--- src/rtl/text_line_segmenter_pkg.sv ---
// Shared types for the text line segmenter: FSM state encoding, line record layout
// and the popcount width helper.
package seg_pkg;

    // Package-default field widths; the record struct is sized from these.
    localparam int unsigned SEG_ADDR_W = 4;
    localparam int unsigned SEG_INK_W  = 16;

    typedef enum logic [2:0] {
        IDLE,
        GAP,
        RUN,
        EMIT,
        FLUSH
    } seg_state_t;

    typedef struct packed {
        logic [SEG_ADDR_W-1:0] start_row;
        logic [SEG_ADDR_W-1:0] end_row;
        logic [SEG_INK_W-1:0]  ink;
    } line_rec_t;

    // Bits needed to hold a ones count of 0..dw inclusive.
    function automatic int unsigned pop_width(input int unsigned dw);
        return $clog2(dw + 1);
    endfunction

endpackage

--- src/rtl/text_line_segmenter_row_popcount.sv ---
// Combinational ones counter over one packed pixel row.
module row_popcount
    import seg_pkg::*;
#(
    parameter int unsigned DATA_WIDTH = 16,
    parameter int unsigned CNT_W      = pop_width(DATA_WIDTH)
) (
    input  logic [DATA_WIDTH-1:0] i_row,
    output logic [CNT_W-1:0]      o_count
);

    always_comb begin
        o_count = '0;
        for (int unsigned i = 0; i < DATA_WIDTH; i++) begin
            o_count = o_count + CNT_W'(i_row[i]);
        end
    end

endmodule

--- src/rtl/text_line_segmenter.sv ---
// Finds horizontal text lines (maximal runs of inked rows) in a row stream and emits one
// (start, end, ink) record per line. Define LINE_INK_EN to build the per-line ink accumulator.
module text_line_segmenter
    import seg_pkg::*;
#(
    parameter int unsigned DATA_WIDTH = 16,
    parameter int unsigned ADDR_WIDTH = SEG_ADDR_W,
    parameter int unsigned NOISE_THR  = 0,
    parameter int unsigned MIN_HEIGHT = 2,
    parameter int unsigned INK_WIDTH  = SEG_INK_W
) (
    input  logic                  clk,
    input  logic                  rst_n,
    input  logic                  start,
    input  logic                  row_valid,
    output logic                  row_ready,
    input  logic [DATA_WIDTH-1:0] row_data,
    input  logic                  row_last,
    output logic                  line_valid,
    input  logic                  line_ready,
    output logic [ADDR_WIDTH-1:0] line_start,
    output logic [ADDR_WIDTH-1:0] line_end,
    output logic [INK_WIDTH-1:0]  line_ink,
    output logic                  frame_done
);

    localparam int unsigned           PW      = pop_width(DATA_WIDTH);
    localparam logic [ADDR_WIDTH-1:0] IDX_MAX = '1;
    localparam logic [ADDR_WIDTH:0]   MIN_H   = (ADDR_WIDTH + 1)'(MIN_HEIGHT);

    seg_state_t            r_state;
    logic [ADDR_WIDTH-1:0] r_idx;
    logic [ADDR_WIDTH-1:0] r_start;
    logic                  r_frame_end;
    logic                  r_row_ready;
    logic                  r_line_valid;
    logic                  r_frame_done;
    line_rec_t             r_rec;

    logic [PW-1:0]         w_pop;
    logic                  w_ink;
    logic                  w_accept;
    logic                  w_close;
    logic                  w_keep;
    logic [ADDR_WIDTH-1:0] w_run_start;
    logic [ADDR_WIDTH-1:0] w_end;
    logic [ADDR_WIDTH:0]   w_height;
    logic [INK_WIDTH-1:0]  w_rec_ink;

    row_popcount #(
        .DATA_WIDTH (DATA_WIDTH),
        .CNT_W      (PW)
    ) u_popcount (
        .i_row   (row_data),
        .o_count (w_pop)
    );

    assign w_ink       = 32'(w_pop) > NOISE_THR;
    assign w_accept    = row_valid && r_row_ready;

    // In GAP an ink row both opens and (if last) closes the run, so it supplies its own start.
    assign w_run_start = (r_state == GAP) ? r_idx : r_start;
    assign w_end       = w_ink ? r_idx : r_idx - ADDR_WIDTH'(1);
    assign w_height    = {1'b0, w_end} - {1'b0, w_run_start} + (ADDR_WIDTH + 1)'(1);
    assign w_keep      = w_height >= MIN_H;
    assign w_close     = w_accept &&
                         (((r_state == GAP) && w_ink && row_last) ||
                          ((r_state == RUN) && (row_last || !w_ink)));

`ifdef LINE_INK_EN
    logic [INK_WIDTH-1:0] r_ink_acc;
    logic [INK_WIDTH-1:0] w_ink_next;
    logic [INK_WIDTH:0]   w_ink_sum;

    assign w_ink_sum  = {1'b0, r_ink_acc} + (INK_WIDTH + 1)'(w_pop);
    assign w_ink_next = (r_state == GAP) ? INK_WIDTH'(w_pop)
                      : (w_ink_sum[INK_WIDTH] ? '1 : w_ink_sum[INK_WIDTH-1:0]);
    assign w_rec_ink  = w_ink ? w_ink_next : r_ink_acc;

    always_ff @(posedge clk or negedge rst_n) begin
        if (!rst_n) begin
            r_ink_acc <= '0;
        end else if (w_accept && w_ink) begin
            r_ink_acc <= w_ink_next;
        end
    end
`else
    assign w_rec_ink = '0;
`endif

    always_ff @(posedge clk or negedge rst_n) begin
        if (!rst_n) begin
            r_state      <= IDLE;
            r_idx        <= '0;
            r_start      <= '0;
            r_frame_end  <= 1'b0;
            r_row_ready  <= 1'b0;
            r_line_valid <= 1'b0;
            r_frame_done <= 1'b0;
            r_rec        <= '0;
        end else begin
            r_frame_done <= 1'b0;
            // Index holds at its maximum rather than wrapping, matching the upstream reader.
            if (w_accept && (r_idx != IDX_MAX)) begin
                r_idx <= r_idx + ADDR_WIDTH'(1);
            end

            case (r_state)
                IDLE: begin
                    if (start) begin
                        r_state     <= GAP;
                        r_idx       <= '0;
                        r_frame_end <= 1'b0;
                        r_row_ready <= 1'b1;
                    end
                end

                GAP, RUN: begin
                    if (w_accept) begin
                        if ((r_state == GAP) && w_ink) begin
                            r_start <= r_idx;
                        end
                        if (w_close) begin
                            r_frame_end <= row_last;
                            if (w_keep) begin
                                r_rec.start_row <= SEG_ADDR_W'(w_run_start);
                                r_rec.end_row   <= SEG_ADDR_W'(w_end);
                                r_rec.ink       <= SEG_INK_W'(w_rec_ink);
                                r_line_valid    <= 1'b1;
                                r_row_ready     <= 1'b0;
                                r_state         <= EMIT;
                            end else if (row_last) begin
                                r_row_ready <= 1'b0;
                                r_state     <= FLUSH;
                            end else begin
                                r_state <= GAP;
                            end
                        end else if (row_last) begin
                            r_row_ready <= 1'b0;
                            r_state     <= FLUSH;
                        end else if (w_ink) begin
                            r_state <= RUN;
                        end
                    end
                end

                EMIT: begin
                    if (line_ready) begin
                        r_line_valid <= 1'b0;
                        if (r_frame_end) begin
                            r_state <= FLUSH;
                        end else begin
                            r_row_ready <= 1'b1;
                            r_state     <= GAP;
                        end
                    end
                end

                FLUSH: begin
                    r_frame_done <= 1'b1;
                    r_state      <= IDLE;
                end

                default: begin
                    r_state     <= IDLE;
                    r_row_ready <= 1'b0;
                end
            endcase
        end
    end

    assign row_ready  = r_row_ready;
    assign line_valid = r_line_valid;
    assign frame_done = r_frame_done;
    assign line_start = ADDR_WIDTH'(r_rec.start_row);
    assign line_end   = ADDR_WIDTH'(r_rec.end_row);
    assign line_ink   = INK_WIDTH'(r_rec.ink);

endmodule
--- config.mk ---
export PLATFORM = sky130hd
export DESIGN_NAME = text_line_segmenter
export DESIGN_NICKNAME = d
export VERILOG_FILES = /design/src/rtl/text_line_segmenter_pkg.sv /design/src/rtl/text_line_segmenter_row_popcount.sv /design/src/rtl/text_line_segmenter.sv
export SDC_FILE = /design/constraint.sdc
export NUM_CORES = 1
export LEC_CHECK = 0
export CAP_MARGIN = 20
export CORE_MARGIN = 2
export CORE_UTILIZATION = 50
export CTS_BUF_LIST = sky130_fd_sc_hd__clkbuf_2 sky130_fd_sc_hd__clkbuf_4 sky130_fd_sc_hd__clkbuf_8
export CTS_CLUSTER_DIAMETER = 80
export CTS_CLUSTER_SIZE = 28
export DETAILED_ROUTE_END_ITERATION = 7
export DONT_BUFFER_PORTS = 1
export PLACE_DENSITY = 0.63
export SYNTH_ARGS = -nofsm -noshare
export SYNTH_HDL_FRONTEND = slang
export SYNTH_SLANG_ARGS = --single-unit
--- constraint.sdc ---
create_clock -name clk -period 4.5 [get_ports clk]
set_input_delay 0.9 -clock clk [delete_from_list [all_inputs] [get_ports clk]]
set_output_delay 0.9 -clock clk [all_outputs]
set_load 0.02 [all_outputs]
==> summary by stage <==
Run status
The run finished, with violations left. The checks that failed: negative setup slack.

Synth
The number of storage elements in the synthesis netlist is 23. The top flip-flop cell by instance count after synthesis is dfrtp_1. Of the synthesized area, sequential elements account for ~29%.

For this run, the number of Yosys warnings is 0. Counting flops with an async set or reset pin after synthesis yields a share of 100%. The count of flip-flops with a built-in enable after synthesis is 0. After synthesis the cells add up to ~0.0020 sq mm. The mean instance size in the synthesized netlist is 9.92 sq um. The cell count after synthesis came out at between 200 and 250. The unique cell type count in the Yosys netlist is 46.

Layout
The final core utilization is 58.5%. The number of inserted diodes is 0. The number of inserted filler cells in the final layout is 354. The final layout contains ~270 nets.

The sequential cells in the finished layout cover a total of about 580 sq um. The multi-input combinational cells in the finished layout cover a total of between 0.001 and 0.0015 sq mm. The layout-stage area growth over the synthesis result is 14.2%. The final design instance area without fill is 0.00229 sq mm.

The fraction of final layout cells with drive strength greater than 1 is about 28%.

Timing
The number of failing setup endpoints in the final timing report is 18. The relative slew slack is slightly above 60%. The count of final max-slew check failures came to 0.

Once routing completed, OpenROAD measured the worst setup slack at -2.27 ns. Clock skew on the completed layout was measured at around 0.0048 ns. Subtracting the final worst setup slack from the clock period gives 6.77 ns. The final number of hold-violating endpoints is 0.

Setup repair after global routing could not meet its margin everywhere. At the pin with the least slew margin, the transition time is about 0.57 ns. The highest clock rate is 148 MHz. Of the available clock period, the critical path in the final layout requires 151%.

Die
The area of the die is about 0.0045 sq mm. The total I/O pin count is between 40 and 50. The core outline area is 0.00391 sq mm. For this configuration, the core starts out at a cell density of 51.2%. The die is between 60 and 70 microns wide. The initialized floorplan defines 23 standard-cell rows. The y dimension of the die is 67.3 microns.

Global route
In the global route stage, overall resource usage came out at ~18%. The global-route wire length before repair is around 6000 microns. The number of global-route vias before repair is roughly 1,400. Global routing finished with a remaining overflow of 0. The maximum number of pins on one net before global-route repair is 24.

The number of antenna violations at the first check in global routing is 0.

Run
The count of maximum capacitance violations is 0.

Clocking
After clock tree synthesis, the clock-pin slew on the worst setup and hold paths is 0.08 ns. In this run, CTS created clock tree buffers numbering 3. The count of hold-fix buffers inserted at cts is 0. TritonCTS built the clock tree.

CTS built an H-tree with a depth of 1. For the worst-skew pair, the clock arrives at the later sink with an insertion delay of around 0.27 ns. In this run the clock root is driven by a clkbuf_8. Counting along the longest clock path gives a buffer depth of 2. The number of sinks handled by clock tree synthesis is 23.

Power and ir drop
In this run the power spent charging and discharging nets is between 800 and 900 uW. The part of the total power dissipated in combinational logic is roughly 70%. Sequential cells account for between 20% and 30% of the total power. The cell area power density is 824 mW/mm^2. The total design power is 1890 uW. The internal power component is 1050 uW. The part of the total power dissipated in the clock network is 7.1%.

The proportion of total power due to net switching is around 44%. VDD sags by at most between 300 and 400 uV. The total leakage power is ~0.0011 uW.

Place
The global placement routability congestion is around 0.82. During placement, the flow inserted port buffers numbering 0. The placed wire-length estimate is between 3000 and 4000 microns.

The post-detailed-placement cell area is roughly 0.0021 sq mm.

Drt
The total length of routed wires is about 3800 microns. The DRC violation count after routing is 0. The detailed-route via count is roughly 1,400. The detailed router finished its first iteration with 69 violations. The detailed-route vias per instance is 5.33. The average routed wire per standard cell is 14.3 microns.

The first detailed-routing pass took 4 iterations. The remaining number of nets flagged by the antenna check after routing is 0.

Setup path
STA puts the critical path data arrival time at around 6.9 ns. The biggest fanout along the worst timing path is 10. The data required time of the critical path is 4.66 ns. The critical path class is in -> reg. The type of element launching the critical path is an input port. STA classifies the critical path endpoint as a flop.

Hold path
In this run the worst hold path is classified as in -> async.
[cell usage after synthesis, types with 2 or more instances]
library cell / count / area share (%)
dfrtp_1: 23 / 29
and2_1: 5 / 1.6
nand3_1: 6 / 1.5
nor4b_1: 3 / 1.3
a21oi_1: 6 / 1.5
mux2i_1: 7 / 3.5
a21o_1: 2 / 0.75
ha_1: 14 / 8.7
mux2_4: 3 / 2.2
xnor2_1: 6 / 2.6
inv_1: 29 / 5.4
o22ai_1: 2 / 0.62
o211ai_1: 3 / 1.1
buf_6: 2 / 1.1
clkbuf_1: 2 / 0.37
mux2_2: 9 / 5.1
fa_1: 11 / 11
nor2b_1: 4 / 1.2
buf_4: 16 / 6.0
o21ai_0: 5 / 1.2
nor3_1: 4 / 1.0
nand2_1: 8 / 1.5
nor2_1: 9 / 1.7
[metal layers]
metal	share of wire [%]	wire length, microns	track usage, %	vias up
met2	54	2060	31.6	32
met3	3.7	140	3.83	7
li1	-	-	-	673
met5	0	0	0	-
met4	1.6	61	6.63	0
met1	40	1540	21.6	710
[registers in the layout, summed over array words and instances, names as in the netlist]
signal and flops:
r_start 4, r_idx 4, frame_done 1, line_end 4, r_frame_end 1, line_valid 1
row_ready 1, r_state 3, line_start 4
[cells by family after synthesis]
| logic type | count (synthesis) | synth area share [%] |
|---|---|---|
| AO/OA/AOI/OAI | 27 | 9.62 |
| flip-flops | 23 | 28.7 |
| XOR/XNOR | 7 | 3.06 |
| multiplexers | 19 | 10.8 |
| buffers and inverters | 51 | 13.4 |
| AND/OR/NAND/NOR | 49 | 14.5 |
| other | 1 | 0.187 |
| adder cells (fa/ha/maj) | 25 | 19.7 |
[layout by cell type (no fill, tap or decap), types with 4 or more instances in the layout]
master,instances
a21oi_2,4
buf_4,15
conb_1,16
dfrtp_1,23
fa_1,9
ha_1,11
inv_1,25
inv_2,4
mux2_2,7
mux2_4,5
mux2i_1,7
nand2_1,8
nand3_1,5
nor2_1,9
nor2b_1,4
o21ai_0,5
xnor2_1,4
[through the flow]
step	hold slack, ns	setup TNS [ns]	std cells	setup slack, ns
after global routing	0.301	-34.50	267	-2.46
after global placement	0.493	-35.12	259	-2.49
final	0.316	-31.21	267	-2.27
after detailed placement	0.503	-37.79	259	-2.66
after CTS	0.310	-32.04	266	-2.29
after floorplan	0.480	-32.24	217	-2.40
[what timing repair did]
action / in CTS / in global routing
endpoints found under the hold margin: 0 / 0
pin swaps: 1 / 1
buffers inserted: 3 / 1
resized for setup: 8 / 12
cloned: 0 / 0
endpoints found under the setup margin: 18 / 18
[power groups by stage]
stage	registers (uW)	clock network [uW]	logic [uW]
finish	430	134	1320
floorplan	378	0	832
CTS	429	139	1140
global placement	425	0	994
detailed placement	431	0	1050
global route	442	147	1450
[cell type report]
class | count | area share [%]
sequential | 23 | 25.2
inverter | 29 | 4.76
clock buffer | 4 | 2.13
multi-input combinational | 143 | 58.7
timing repair buffer | 18 | 6.51
tap | 50 | 2.73
[critical path: stages]
cell and delay, ns:
ha_4 0.24, inv_2 0.03, fa_1 0.49, inv_2 0.04, fa_1 0.49, fa_1 0.52
inv_1 0.05, fa_1 0.46, fa_2 0.36, inv_2 0.06, fa_1 0.45, nor4b_4 0.34
a21oi_2 0.10, a21oi_2 0.14, inv_1 0.08, ha_4 0.26, inv_2 0.04, ha_4 0.15
fa_2 0.35, xor2_2 0.23, nor4b_2 0.07, mux2_4 0.27, a2111o_1 0.35, buf_12 0.17
a311o_1 0.30
[final timing paths]
check / slack, ns / endpoint / depth (start not counted) / from
min in group clk: 0.52 / r_start[3] / 1 / r_start[3]
min reg2reg: 0.52 / r_start[3] / 1 / r_start[3]
max in group asynchronous: 4.10 / line_end[0] / 0 / rst_n
min: 0.32 / r_frame_end / 0 / rst_n
max reg2reg: 0.52 / row_ready / 13 / r_state[1]
max: -2.27 / row_ready / 25 / row_data[1]
Note: power is estimated with default switching activity, not from simulation.
